**src/rtl/mult_pkg.sv**
```systemverilog
// Shared state encoding and default sizing for the block-run
// multiplier host and its result checker.
package mult_pkg;

  localparam int LOGDEPTH_DEF = 6;
  localparam int WIDTH_DEF    = 32;

  typedef enum logic [2:0] {
    ST_IDLE,
    ST_FEED,
    ST_WAIT_FULL,
    ST_READ_REQ,
    ST_COLLECT,
    ST_DONE
  } mult_host_state_t;

endpackage

```
**src/rtl/mult_host_chk.sv**
```systemverilog
// Regenerates the expected product for a captured word and
// reports a registered mismatch pulse together with its index.
module mult_host_chk
  import mult_pkg::*;
#(
  parameter int LOGDEPTH = LOGDEPTH_DEF,
  parameter int WIDTH    = WIDTH_DEF
) (
  input  logic                clk,
  input  logic                rst,
  input  logic [15:0]         seed_a,
  input  logic [15:0]         seed_b,
  input  logic                cap_valid,
  input  logic [LOGDEPTH-1:0] cap_idx,
  input  logic [WIDTH-1:0]    cap_word,
  output logic                mis_pulse,
  output logic [LOGDEPTH-1:0] mis_idx
);

  logic [15:0]         op_a;
  logic [15:0]         op_b;
  logic [31:0]         prod;
  logic [WIDTH-1:0]    exp_word;
  logic                mis_d, mis_q;
  logic [LOGDEPTH-1:0] idx_d, idx_q;

  always_comb begin
    op_a     = seed_a + 16'(cap_idx);
    op_b     = seed_b - 16'(cap_idx);
    prod     = 32'(op_a) * 32'(op_b);
    exp_word = WIDTH'(prod);
    mis_d    = cap_valid && (cap_word != exp_word);
    idx_d    = cap_idx;
  end

  always_ff @(posedge clk or posedge rst) begin
    if (rst) begin
      mis_q <= 1'b0;
      idx_q <= '0;
    end else begin
      mis_q <= mis_d;
      idx_q <= idx_d;
    end
  end

  assign mis_pulse = mis_q;
  assign mis_idx   = idx_q;

endmodule

```
**src/rtl/mult_block_host.sv**
```systemverilog
// Host that feeds a block of operand pairs to a multiplier,
// reads the result block back and checks every word.
module mult_block_host
  import mult_pkg::*;
#(
  parameter int LOGDEPTH = LOGDEPTH_DEF,
  parameter int WIDTH    = WIDTH_DEF,
  parameter int TIMEOUT  = 255
) (
  input  logic                  clk,
  input  logic                  rst,
  input  logic                  start,
  input  logic [15:0]           seed_a,
  input  logic [15:0]           seed_b,
  output logic                  EN_mult,
  output logic [15:0]           mult_input0,
  output logic [15:0]           mult_input1,
  input  logic                  RDY_mult,
  output logic                  EN_blockRead,
  input  logic                  VALID_memVal,
  input  logic [WIDTH-1:0]      memVal_data,
  output logic                  busy,
  output logic                  done,
  output logic [WIDTH+LOGDEPTH-1:0] result_sum,
  output logic [LOGDEPTH:0]     mismatch_cnt,
  output logic [LOGDEPTH-1:0]   first_bad_idx,
  output logic                  timeout_err
);

  localparam int DEPTH = 2 ** LOGDEPTH;
  localparam int CW    = LOGDEPTH + 1;
  localparam int TW    = $clog2(TIMEOUT + 1);
  localparam int SW    = WIDTH + LOGDEPTH;

  mult_host_state_t    state_q, state_d;
  logic [15:0]         sa_q, sa_d;
  logic [15:0]         sb_q, sb_d;
  logic [CW-1:0]       k_q, k_d;
  logic [CW-1:0]       j_q, j_d;
  logic [SW-1:0]       sum_q, sum_d;
  logic [CW-1:0]       mism_q, mism_d;
  logic [LOGDEPTH-1:0] fbad_q, fbad_d;
  logic                terr_q, terr_d;
  logic [TW-1:0]       tcnt_q, tcnt_d;
  logic [TW-1:0]       tinc;
  logic                tmo;
  logic                low_q, low_d;
  logic                cap;
  logic                mis_pulse;
  logic [LOGDEPTH-1:0] mis_idx;

  always_comb begin
    state_d = state_q;
    sa_d    = sa_q;
    sb_d    = sb_q;
    k_d     = k_q;
    j_d     = j_q;
    sum_d   = sum_q;
    mism_d  = mism_q;
    fbad_d  = fbad_q;
    terr_d  = terr_q;
    tcnt_d  = '0;
    low_d   = 1'b0;
    cap     = 1'b0;
    tinc    = tcnt_q + TW'(1);
    tmo     = (tinc == TW'(TIMEOUT));

    if (mis_pulse) begin
      mism_d = mism_q + CW'(1);
      if (mism_q == '0) fbad_d = mis_idx;
    end

    unique case (state_q)
      ST_IDLE, ST_DONE: begin
        if (start) begin
          state_d = ST_FEED;
          sa_d    = seed_a;
          sb_d    = seed_b;
          k_d     = '0;
          j_d     = '0;
          sum_d   = '0;
          mism_d  = '0;
          fbad_d  = '0;
          terr_d  = 1'b0;
        end
      end
      ST_FEED: begin
        if (RDY_mult) begin
          k_d = k_q + CW'(1);
          if (k_d == CW'(DEPTH)) state_d = ST_WAIT_FULL;
        end else if (k_q != '0) begin
          state_d = ST_WAIT_FULL;
        end else if (tmo) begin
          terr_d  = 1'b1;
          state_d = ST_DONE;
        end else begin
          tcnt_d = tinc;
        end
      end
      ST_WAIT_FULL: begin
        low_d = !RDY_mult;
        if (!RDY_mult && low_q) begin
          state_d = ST_READ_REQ;
        end else if (tmo) begin
          terr_d  = 1'b1;
          state_d = ST_DONE;
        end else begin
          tcnt_d = tinc;
        end
      end
      ST_READ_REQ: begin
        if (VALID_memVal) begin
          cap     = 1'b1;
          sum_d   = sum_q + SW'(memVal_data);
          j_d     = CW'(1);
          state_d = ST_COLLECT;
        end else if (tmo) begin
          terr_d  = 1'b1;
          state_d = ST_DONE;
        end else begin
          tcnt_d = tinc;
        end
      end
      ST_COLLECT: begin
        // One extra cycle after the last word lets its compare retire
        if (j_q == CW'(DEPTH) || !VALID_memVal) begin
          state_d = ST_DONE;
        end else begin
          cap   = 1'b1;
          sum_d = sum_q + SW'(memVal_data);
          j_d   = j_q + CW'(1);
        end
      end
      default: state_d = ST_IDLE;
    endcase
  end

  always_ff @(posedge clk or posedge rst) begin
    if (rst) begin
      state_q <= ST_IDLE;
      sa_q    <= '0;
      sb_q    <= '0;
      k_q     <= '0;
      j_q     <= '0;
      sum_q   <= '0;
      mism_q  <= '0;
      fbad_q  <= '0;
      terr_q  <= 1'b0;
      tcnt_q  <= '0;
      low_q   <= 1'b0;
    end else begin
      state_q <= state_d;
      sa_q    <= sa_d;
      sb_q    <= sb_d;
      k_q     <= k_d;
      j_q     <= j_d;
      sum_q   <= sum_d;
      mism_q  <= mism_d;
      fbad_q  <= fbad_d;
      terr_q  <= terr_d;
      tcnt_q  <= tcnt_d;
      low_q   <= low_d;
    end
  end

  mult_host_chk #(
    .LOGDEPTH(LOGDEPTH),
    .WIDTH   (WIDTH)
  ) u_chk (
    .clk      (clk),
    .rst      (rst),
    .seed_a   (sa_q),
    .seed_b   (sb_q),
    .cap_valid(cap),
    .cap_idx  (j_q[LOGDEPTH-1:0]),
    .cap_word (memVal_data),
    .mis_pulse(mis_pulse),
    .mis_idx  (mis_idx)
  );

  assign EN_mult       = (state_q == ST_FEED);
  assign mult_input0   = EN_mult ? sa_q + 16'(k_q) : '0;
  assign mult_input1   = EN_mult ? sb_q - 16'(k_q) : '0;
  assign EN_blockRead  = (state_q == ST_READ_REQ);
  assign busy          = (state_q != ST_IDLE) && (state_q != ST_DONE);
  assign done          = (state_q == ST_DONE);
  assign result_sum    = sum_q;
  assign mismatch_cnt  = mism_q;
  assign first_bad_idx = fbad_q;
  assign timeout_err   = terr_q;

endmodule
```
**config.mk**
```make
export PLATFORM = sky130hd
export DESIGN_NAME = mult_block_host
export DESIGN_NICKNAME = d
export VERILOG_FILES = /design/src/rtl/mult_pkg.sv /design/src/rtl/mult_host_chk.sv /design/src/rtl/mult_block_host.sv
export SDC_FILE = /design/constraint.sdc
export NUM_CORES = 1
export LEC_CHECK = 0
export CAP_MARGIN = 10
export CORE_ASPECT_RATIO = 0.6
export CORE_UTILIZATION = 59
export CTS_BUF_LIST = sky130_fd_sc_hd__clkbuf_8
export CTS_CLUSTER_DIAMETER = 40
export CTS_CLUSTER_SIZE = 10
export DETAILED_ROUTE_END_ITERATION = 10
export PLACE_DENSITY = 0.84
export SETUP_SLACK_MARGIN = 0.1
export SLEW_MARGIN = 25
export SYNTH_ARGS = -nofsm -noshare
export SYNTH_HDL_FRONTEND = slang
export SYNTH_SLANG_ARGS = --single-unit
```
**constraint.sdc**
```tcl
create_clock -name clk -period 11.5 [get_ports clk]
set_clock_uncertainty 0.1 [all_clocks]
set_input_delay 2.3 -clock clk [delete_from_list [all_inputs] [get_ports clk]]
set_output_delay 2.3 -clock clk [all_outputs]
set_load 0.05 [all_outputs]
```
==> summary.txt <==
Final layout
  • Layout cell share with drive strength beyond 1: 0.04251
  • Nets: 2661
  • Commonest non-fill, non-tap cell in the layout: nand2_1
  • Design area: 19910 um^2
  • Diode count: 0
  • Most frequent cells in the layout: nand2_1, nor2_1, inv_1
  • Synthesis-to-layout area growth: 13.37%
  • Final Util: 0.6863

Timing
  • Max Fclk: 0.1020 GHz
  • Setup_tns: 0 ns
  • Tmin final: 9.801 ns
  • Min Hold Slack: 0.3880 ns
  • Final Hold Viols: 0
  • Setup Viol. Count Final: 0
  • RSZ-0062 raised after global routing: no
  • Slew Limit Headroom: 0.2278
  • Slew Limit Fails: 0
  • Least-Margin Pin Slew: 1.154 ns
  • Final Cycle Share: 0.8523

Setup path
  • CP Class: flop to flop
  • Top cell by count, worst path: fa_1
  • Critical Path AT: 10.01 ns
  • CP required: 11.71 ns
  • Worst stage delay on the critical path: 0.76 ns
  • CP max FO: 13
  • Slowest cell on crit path: xor2_1
  • CP startpoint kind: flop
  • Critical path endpoint category: flop

Hold path
  • HP Class: flop to flop

Detailed routing
  • Post-Route M1 WL: 24850 um
  • Vias/cell: 6.009
  • Initial DRT Pass Iterations: 8
  • ANT nets after route: 0
  • DRT iter0 DRCs: 1842
  • Metal2 WL: 21000 um
  • Vias after detailed routing: 15830
  • WL met3: 7339 um
  • Drt wl/cell: 20.50 um
  • Uppermost layer routed: met5
  • DRT Wirelength: 54010 um
  • # DRC: 0

Clocking
  • Post-CTS setup buffers: 0
  • H-tree Lvls: 4
  • Post-CTS Hold Buffers: 0
  • TritonCTS buffer count: 17
  • Clk buf depth: 2
  • Clock sinks: 117
  • Clk slew on worst S/H paths: 0.08 ns
  • CTS tree: built
  • Clk Latency, worst-skew pair: 0.49 ns
  • Root Driver: clkbuf_8
  • Post_cts resized: 0

Place
  • Port bufs: 156
  • Dpl cell area: 19500 um^2
  • Hpwl dp: 44100 um
  • GPL Wtd Cong: 1.044

Die
  • Die Y: 135.6 um
  • I/O pin cnt: 157
  • Placeable core area: 29010 um^2
  • Initial Util: 0.6054
  • Die width: 224.7 um
  • # rows: 48
  • Total die area: 30480 um^2

Global routing
  • Overflow after GRT: 0
  • GRT Util Overall: 0.3612
  • Largest net degree at the start of global routing: 72
  • Vias in the first global route: 14980
  • Global-route wire length before repair: 83810 um
  • Antenna violations before repair: 0

Logic synthesis
  • Post-synthesis area per instance: 8.346 um^2
  • Syn Nets: 2543
  • Seq/Total Area, Yosys: 0.1667
  • Synth Flop Type: dfrtp_1
  • Synth top area share: 0.2269
  • Area leader, netlist: fa_1
  • Register bit total from synthesis: 117
  • Synth warn: 0
  • Yosys cell types: 85
  • Syn Std Cell Area: 17560 um^2
  • Synth async-reset ratio: 1.000
  • Number of synthesized flops with an enable pin: 0
  • Synth top area cells: fa_1, dfrtp_1, ha_1
  • Mapped Cells: 2104

Job
  • MaxCap Viol Count: 0

Run status
  • Status: completed
[kinds of logic after synthesis]
group / share of synthesized area
compound gates: 0.1326
xor+xnor: 0.07325
fa+ha+maj: 0.3487
buf+inv: 0.07018
flops: 0.1667
mux: 0.01168
simple gates: 0.1969
[worst paths after layout]
check / start / end / slack, ns / cells past startpoint
min in group asynchronous: rst / mismatch_cnt[1] / 2.12 / 2
worst max-delay path: j_q[0] / u_chk.mis_pulse / 1.70 / 29
max in group asynchronous: rst / sb_q[7] / 7.80 / 3
worst min register to register: j_q[2] / u_chk.mis_idx[2] / 0.39 / 0
worst max register to register: j_q[0] / u_chk.mis_pulse / 1.70 / 29
worst min-delay path: j_q[2] / u_chk.mis_idx[2] / 0.39 / 0
[state kept, by name, indices dropped and copies added (netlist names), 6 cells and up]
register	cells
first_bad_idx	6
j_q	7
k_q	7
mismatch_cnt	7
result_sum	38
sa_q	16
sb_q	16
tcnt_q	8
u_chk.mis_idx	6
[stage by stage]
stage,setup slack (ns),std cells
2_1_floorplan,3.504,2104
3_3_place_gp,2.276,2603
3_5_place_dp,2.109,2603
4_1_cts,2.061,2635
5_1_grt,1.433,2635
6_report,1.699,2635
[synth_stat cells, drive strengths merged (6+ instances only)]
library cell	count
nor3	33
nor4	13
a21oi	92
or2	15
o21ai	99
nand3	25
clkbuf	59
fa	199
or3	14
nor2b	19
inv	253
nand4	20
buf	12
ha	171
a21boi	8
o31ai	13
and3	15
xnor2	83
o21a	14
a21o	28
and2	6
a22o	6
a31oi	9
xor2	63
nand2	286
nand2b	43
dfrtp	117
nor2	265
mux2i	16
a211oi	10
o21bai	14
[worst max-delay path: cells and delay by family (launching register included)]
kind,cells,cell delay (ns)
xor gates and xnor gates,1,0.76
AOI/OAI and AO/OA,9,1.88
and+or+nand+nor,7,1.89
buffers and inverters,3,0.19
adders and majority gates,9,4.31
DFF,1,0.49
[layer usage]
metal | vias up | global-route usage
li1 | 7141 | -
met1 | 7704 | 0.5520
met2 | 899 | 0.4773
met3 | 88 | 0.1384
met4 | 2 | 0.06727
met5 | - | 0
[layout make-up]
class / count / area, um^2
tap: 400 / 500.5
inverter: 254 / 955.9
sequential: 117 / 2928
clock buffer: 17 / 234.0
multi-input combinational: 1662 / 13470
fill: 2318 / 9100
timing repair buffer: 170 / 1667
clock inverter: 15 / 153.9
Power is not shown: default switching activity piles up to over one toggle a cycle in this logic, so the estimate is an artifact.
